==> src/rtl/serial_frame_rx.sv <==
// serial_frame_rx: deserialises a strobed start/data/[parity]/stop bit stream
// into an N-bit word presented on a valid/ready port, with framing, parity and
// sticky overrun flags.
// Build option: define PARITY_EN to add a parity bit after the data bits
// (sense set by ODD_PAR); without it Perr is tied low.
module serial_frame_rx #(
  parameter int N         = 4,
  parameter int MSB_FIRST = 1,
  parameter int ODD_PAR   = 0
) (
  input  logic         CLK,
  input  logic         clr,
  input  logic         Sin,
  input  logic         Sin_en,
  output logic [N:1]   Dout,
  output logic         Dvalid,
  input  logic         Drdy,
  output logic         Ferr,
  output logic         Perr,
  output logic         Ovr,
  input  logic         err_clr
);

  localparam int              CW   = $clog2(N + 1);
  localparam logic [CW-1:0]   LAST = CW'(N - 1);

  if (N < 1 || N > 32 || MSB_FIRST < 0 || MSB_FIRST > 1 || ODD_PAR < 0 || ODD_PAR > 1)
  begin : g_bad_param
    $error("serial_frame_rx: parameter out of range");
  end

  typedef enum logic [1:0] {
    IDLE = 2'd0,
    DATA = 2'd1,
`ifdef PARITY_EN
    PAR  = 2'd2,
`endif
    STOP = 2'd3
  } state_t;

  state_t        state_q, state_d;
  logic [CW-1:0] cnt_q, cnt_d;
  logic [N:1]    buf_q, buf_d;
  logic [N:1]    dout_q, dout_d;
  logic          dvalid_q, dvalid_d;
  logic          ferr_q, ferr_d;
  logic          perr_q, perr_d;
  logic          ovr_q, ovr_d;
  logic [N:1]    shifted;
  logic          done;
`ifdef PARITY_EN
  logic          par_acc_q, par_acc_d;
  logic          par_bad_q, par_bad_d;
`endif

  // Next buffer value when a data bit is shifted in
  if (N == 1) begin : g_shift_one
    always_comb shifted = Sin;
  end else if (MSB_FIRST != 0) begin : g_shift_msb
    always_comb shifted = {buf_q[N-1:1], Sin};
  end else begin : g_shift_lsb
    always_comb shifted = {Sin, buf_q[N:2]};
  end

  // Frame sequencing, delivery handshake and error flags
  always_comb begin
    state_d  = state_q;
    cnt_d    = cnt_q;
    buf_d    = buf_q;
    dout_d   = dout_q;
    dvalid_d = dvalid_q;
    ferr_d   = 1'b0;
    perr_d   = 1'b0;
    ovr_d    = err_clr ? 1'b0 : ovr_q;
    done     = 1'b0;
`ifdef PARITY_EN
    par_acc_d = par_acc_q;
    par_bad_d = par_bad_q;
`endif
    if (Sin_en) begin
      unique case (state_q)
        IDLE: begin
          if (!Sin) begin
            state_d = DATA;
            cnt_d   = '0;
`ifdef PARITY_EN
            par_acc_d = 1'b0;
            par_bad_d = 1'b0;
`endif
          end
        end
        DATA: begin
          buf_d = shifted;
          cnt_d = cnt_q + CW'(1);
`ifdef PARITY_EN
          par_acc_d = par_acc_q ^ Sin;
          if (cnt_q == LAST) state_d = PAR;
`else
          if (cnt_q == LAST) state_d = STOP;
`endif
        end
`ifdef PARITY_EN
        PAR: begin
          par_bad_d = ((par_acc_q ^ Sin) != (ODD_PAR != 0));
          state_d   = STOP;
        end
`endif
        STOP: begin
          state_d = IDLE;
          if (!Sin) begin
            ferr_d = 1'b1;
`ifdef PARITY_EN
          end else if (par_bad_q) begin
            perr_d = 1'b1;
`endif
          end else begin
            done = 1'b1;
          end
        end
        default: state_d = IDLE;
      endcase
    end
    // A completing frame may replace a word being consumed on the same edge;
    // otherwise it is dropped and the overrun (which beats err_clr) is flagged.
    if (done) begin
      if (!dvalid_q || Drdy) begin
        dout_d   = buf_q;
        dvalid_d = 1'b1;
      end else begin
        ovr_d = 1'b1;
      end
    end else if (dvalid_q && Drdy) begin
      dvalid_d = 1'b0;
    end
  end

  // State and output registers
  always_ff @(posedge CLK or posedge clr) begin
    if (clr) begin
      state_q  <= IDLE;
      cnt_q    <= '0;
      buf_q    <= '0;
      dout_q   <= '0;
      dvalid_q <= 1'b0;
      ferr_q   <= 1'b0;
      perr_q   <= 1'b0;
      ovr_q    <= 1'b0;
`ifdef PARITY_EN
      par_acc_q <= 1'b0;
      par_bad_q <= 1'b0;
`endif
    end else begin
      state_q  <= state_d;
      cnt_q    <= cnt_d;
      buf_q    <= buf_d;
      dout_q   <= dout_d;
      dvalid_q <= dvalid_d;
      ferr_q   <= ferr_d;
      perr_q   <= perr_d;
      ovr_q    <= ovr_d;
`ifdef PARITY_EN
      par_acc_q <= par_acc_d;
      par_bad_q <= par_bad_d;
`endif
    end
  end

  assign Dout   = dout_q;
  assign Dvalid = dvalid_q;
  assign Ferr   = ferr_q;
  assign Perr   = perr_q;
  assign Ovr    = ovr_q;

endmodule
==> config.mk <==
export PLATFORM = sky130hd
export DESIGN_NAME = serial_frame_rx
export DESIGN_NICKNAME = d
export VERILOG_FILES = /design/src/rtl/serial_frame_rx.sv
export SDC_FILE = /design/constraint.sdc
export NUM_CORES = 1
export LEC_CHECK = 0
export CORE_ASPECT_RATIO = 0.9
export CORE_MARGIN = 2
export CORE_UTILIZATION = 40
export CTS_CLUSTER_SIZE = 20
export DETAILED_ROUTE_END_ITERATION = 7
export GPL_ROUTABILITY_DRIVEN = 0
export PLACE_DENSITY = 0.65
export REMOVE_ABC_BUFFERS = 1
export SETUP_SLACK_MARGIN = 0.05
export SYNTH_ARGS = -nofsm -noshare
export SYNTH_HDL_FRONTEND = slang
export SYNTH_SLANG_ARGS = --single-unit
==> constraint.sdc <==
create_clock -name CLK -period 1.7 [get_ports CLK]
set_input_delay 0.34 -clock CLK [delete_from_list [all_inputs] [get_ports CLK]]
set_output_delay 0.34 -clock CLK [all_outputs]
set_load 0.03 [all_outputs]
== After elaboration in Yosys (flattened, before gate mapping) ==
Index checks and enable logic that the tools add are counted.

* Muxes and demuxes: 17
* Reductions and logical operators: 11
* Equal/unequal tests: 6
* Add/subtract/negate cells: 1

{| class="wikitable"
|+ Operator list
! operator !! number
|-
| $mux 1 || 12
|-
| $pmux 3 s2 || 1
|-
| $reduce_and 2->1 || 3
|-
| $reduce_and 3->1 || 2
|-
| $mux 2 || 2
|-
| $ne 2x2->1 const B || 2
|-
| $pmux 2 s2 || 1
|-
| $reduce_bool 2->1 || 2
|-
| $add 3x1->3 const B || 1
|-
| $eq 3x2->1 const B || 1
|-
| $mux 3 || 1
|-
| $eq 2x1->1 const B || 1
|-
| $eq 2x2->1 const B || 1
|-
| $logic_not 2->1 || 1
|-
| $ne 2x1->1 const B || 1
|-
| $logic_and 1x1->1 || 1
|-
| $logic_not 1->1 || 1
|-
| $logic_or 1x1->1 || 1
|}

* Output and inout bits: 8
* Word-level logic and storage cells: 42
* Input port bits: 6
* Flip-flop bits (word level): 16

== Depth between registers and ports, before layout ==
* Depth in word-level cells: 5
* Gate-level depth with buffers: 3
* Gate-level depth less buffers: 3

== Worst setup path before layout ==
Ideal clock, no wire load.

* Kind: register -> register
* From: reg dvalid_q (netlist: Dvalid)
* To: reg dout_q, in the netlist Dout[1]
* Arrival: 1.131 ns
* Path slack: 0.444 ns
* Setup time: 0.125 ns
* Stages on the path, launching flop included: 4
* Data required time: 1.575 ns
* Path buffers: 0
* Clock period less this slack: 1.256 ns
* Cell sequence: dfrtp_1 nand2b_1 nor2b_4 mux2_2

* Cells in the longest elaborated chain, start to end: 3

{| class="wikitable"
|+ Ends and longest elaborated chain
! element !! RTL line !! text
|-
| start: declaration || 45 || <nowiki>logic dvalid_q, dvalid_d;</nowiki>
|-
| start signal: assignment || 157 || <nowiki>dvalid_q <= dvalid_d;</nowiki>
|-
| $logic_not 1->1 || 126 || <nowiki>if (!dvalid_q || Drdy) begin</nowiki>
|-
| $logic_or 1x1->1 || 126 ||
|-
| $reduce_and 2->1 (no source line) || - ||
|-
| end signal: assignment || 156 || <nowiki>dout_q <= dout_d;</nowiki>
|-
| end: declaration || 44 || <nowiki>logic [N:1] dout_q, dout_d;</nowiki>
|}

Every way passes these cells.
A chain may end at the register's enable or synchronous reset.

== Worst setup path after layout ==
* From: in Sin_en
* To: reg dout_q, in the netlist Dout[3]

* Cells in the longest elaborated chain, start to end: 2

{| class="wikitable"
|+ Ends and longest elaborated chain
! element !! RTL line !! text
|-
| start: declaration || 14 || <nowiki>input logic Sin_en,</nowiki>
|-
| $mux 1 || 80 || <nowiki>if (Sin_en) begin</nowiki>
|-
| $reduce_and 2->1 (no source line) || - ||
|}

Every way passes these cells.

==> metrics.cfg <==
[run_status]
status=completed

[logic_synthesis]
syn-cell-area_sq_um=667
synth.cells.most_frequent=dfrtp_1, mux2_2, inv_1
synth_warnings=0
synthFlopType=dfrtp_1
yosysTopAreaCell=dfrtp_1
synthArstFlopShare_pct=100
synth.most_common_cell=dfrtp_1
ys_seq_area_share_pct=60.0
synthCells=51
synth_top_area_share_pct=60.0
synth_edf_count=0
post_synth.cell_area_avg_sq_um=13.1
ys_ff_latch=16
synth_cell_types=21
synth.top_cells.by_area=dfrtp_1, mux2_2, ha_1

[placement]
io_buffers=12
pre_cts_slack_ps=-37.0
dpl_cell_area_sq_um=837

[floorplanning]
fp.dieH_um=42.7
design.core.area_sq_mm=0.00150
rows=13
die_x_um=47.0
start_util_pct=44.6
die_area_sq_mm=0.00201
io_pins=14

[global_route]
gr-total-overflow=0
track_usage_pct=12.0
antenna_found_initial=0
grt_pass1_vias=393
grt_pass1_wl_um=1660
grt_start_max_net_pins=17

[clock_network]
ctsHoldBuffers=0
cts_tree=done
cts_setup_buffers=0
cts_buffers=3
cts.path.max_buffers=2
clock_latency_ps=280
cts-root-buf=clkbuf_4
cts_num_sinks=16
ctsResizeCount=6
htreeDepth=1
clk_pin_slew_ps=90

[layout]
nNetsFinal=79
num_antenna_cells=0
fin_util_pct=58.0
drive_gt1_share_pct=25.7
fin_area_sq_um=868
fillers=139
syn_to_final_growth_pct=30.2

[critical_path]
endpoint_kind=flop
timing.rr.end=Dout[3]$_DFFE_PP0P_
critPathKind=in2reg
crit_fanout=6
reg2reg_slack_ps=440
worstPathRequired_ps=1880
crit_arrival_ps=1600
worstRegToRegCells=3
r2r_start=state_q[1]$_DFFE_PP0P_
startpoint_type=input port

[drt]
dr_wl_met2_um=397
drtIter0Drc=2
vias=427
maxUsedRoutingLayer=met4
ant_nets=0
viasPerCell=4.64
wl_met1_um=509
wl_per_cell_um=11.2
wirelength_um=1030
drc=0
drtPass1Iterations=3
dr_wl_met3_um=107

[timing]
setup_viol=0
whs_ps=352
finalHoldViolations=0
drv_slew=0
timing.setup.tns_ps=0
setup_slack_ps=278
skew_ps=8.10
period_needed_ps=1420
max_freq_ghz=0.703
grt_setup_unrepaired=no
period_share_pct=83.7

[power]
power.density_mw_per_mm2=1520
p_leak_uw=0.000460
max-vdd-ir-drop_mv=0.837

[hold_path]
hold_class=in2async

[job]
maxCapViolCount=0

[critical path, cell delays in order]
cell and delay, ps:
clkdlybuf4s50_1 560, nand4_2 170, nor2b_4 180, mux2_2 350
[power by group]
group	internal, uW	switching (uW)	leakage (uW)
sequential	524	93.8	0.000204
combinational	225	232	0.000235
clock	130	113	0.0000210
[through the flow]
step                      power (uW)  std cells
after floorplan                  933         50
after global placement          1120         88
after detailed placement        1120         88
after CTS                       1340         92
after global routing            1410         92
final                           1320         92
[cell usage in the layout, fill, tap and decap left out, types with 2 or more instances in the layout]
master           count
buf_4                4
dlygate4sd2_1        6
clkbuf_4             3
a22o_1               2
nand2_1              2
a21oi_1              2
mux2_2               8
dfrtp_1             16
clkdlybuf4s50_1      5
inv_1                5
ha_1                 2
[how the worst max path moves through the flow]
stage,to,cells past startpoint,slack [ps],startpoint
2_1_floorplan,Dout[1]$_DFFE_PP0P_,3,440,Dvalid$_DFFE_PP0P_
6_report,Dout[3]$_DFFE_PP0P_,4,280,Sin_en
4_1_cts,Ferr,1,80,Ferr$_DFF_PP0_
3_5_place_dp,Dout[2]$_DFFE_PP0P_,4,-40,Sin_en
3_3_place_gp,Dout[2]$_DFFE_PP0P_,4,-20,Sin_en
5_1_grt,Dout[1]$_DFFE_PP0P_,4,240,Sin_en
[cells by family after synthesis]
group	share of synthesized area [%]
compound gates	7.88
fa+ha+maj	3.75
buf+inv	3.94
flops	60.0
mux	13.5
other cells	0.562
simple gates	10.3
[registers in the layout, indices dropped and copies added, names as in the netlist]
register / flops
Dout: 4
cnt_q: 3
Ovr: 1
state_q: 2
Ferr: 1
Dvalid: 1
buf_q: 4
[routing by layer]
layer  track usage [%]  vias up
li1                  -      213
met1              15.8      197
met2              16.2       15
met3              7.66        2
met4              3.33        0
met5                 0        -
[area by class of cell]
type,count,area [sq um],area share (%)
clock buffers,4,36.3,4.18
well taps,22,27.5,3.17
repair buffers,16,145,16.7
multi-input cells,29,240,27.7
inverters,5,18.8,2.16
flip-flops and latches,16,400,46.1
No activity file was read; power rests on OpenSTA's default activity.
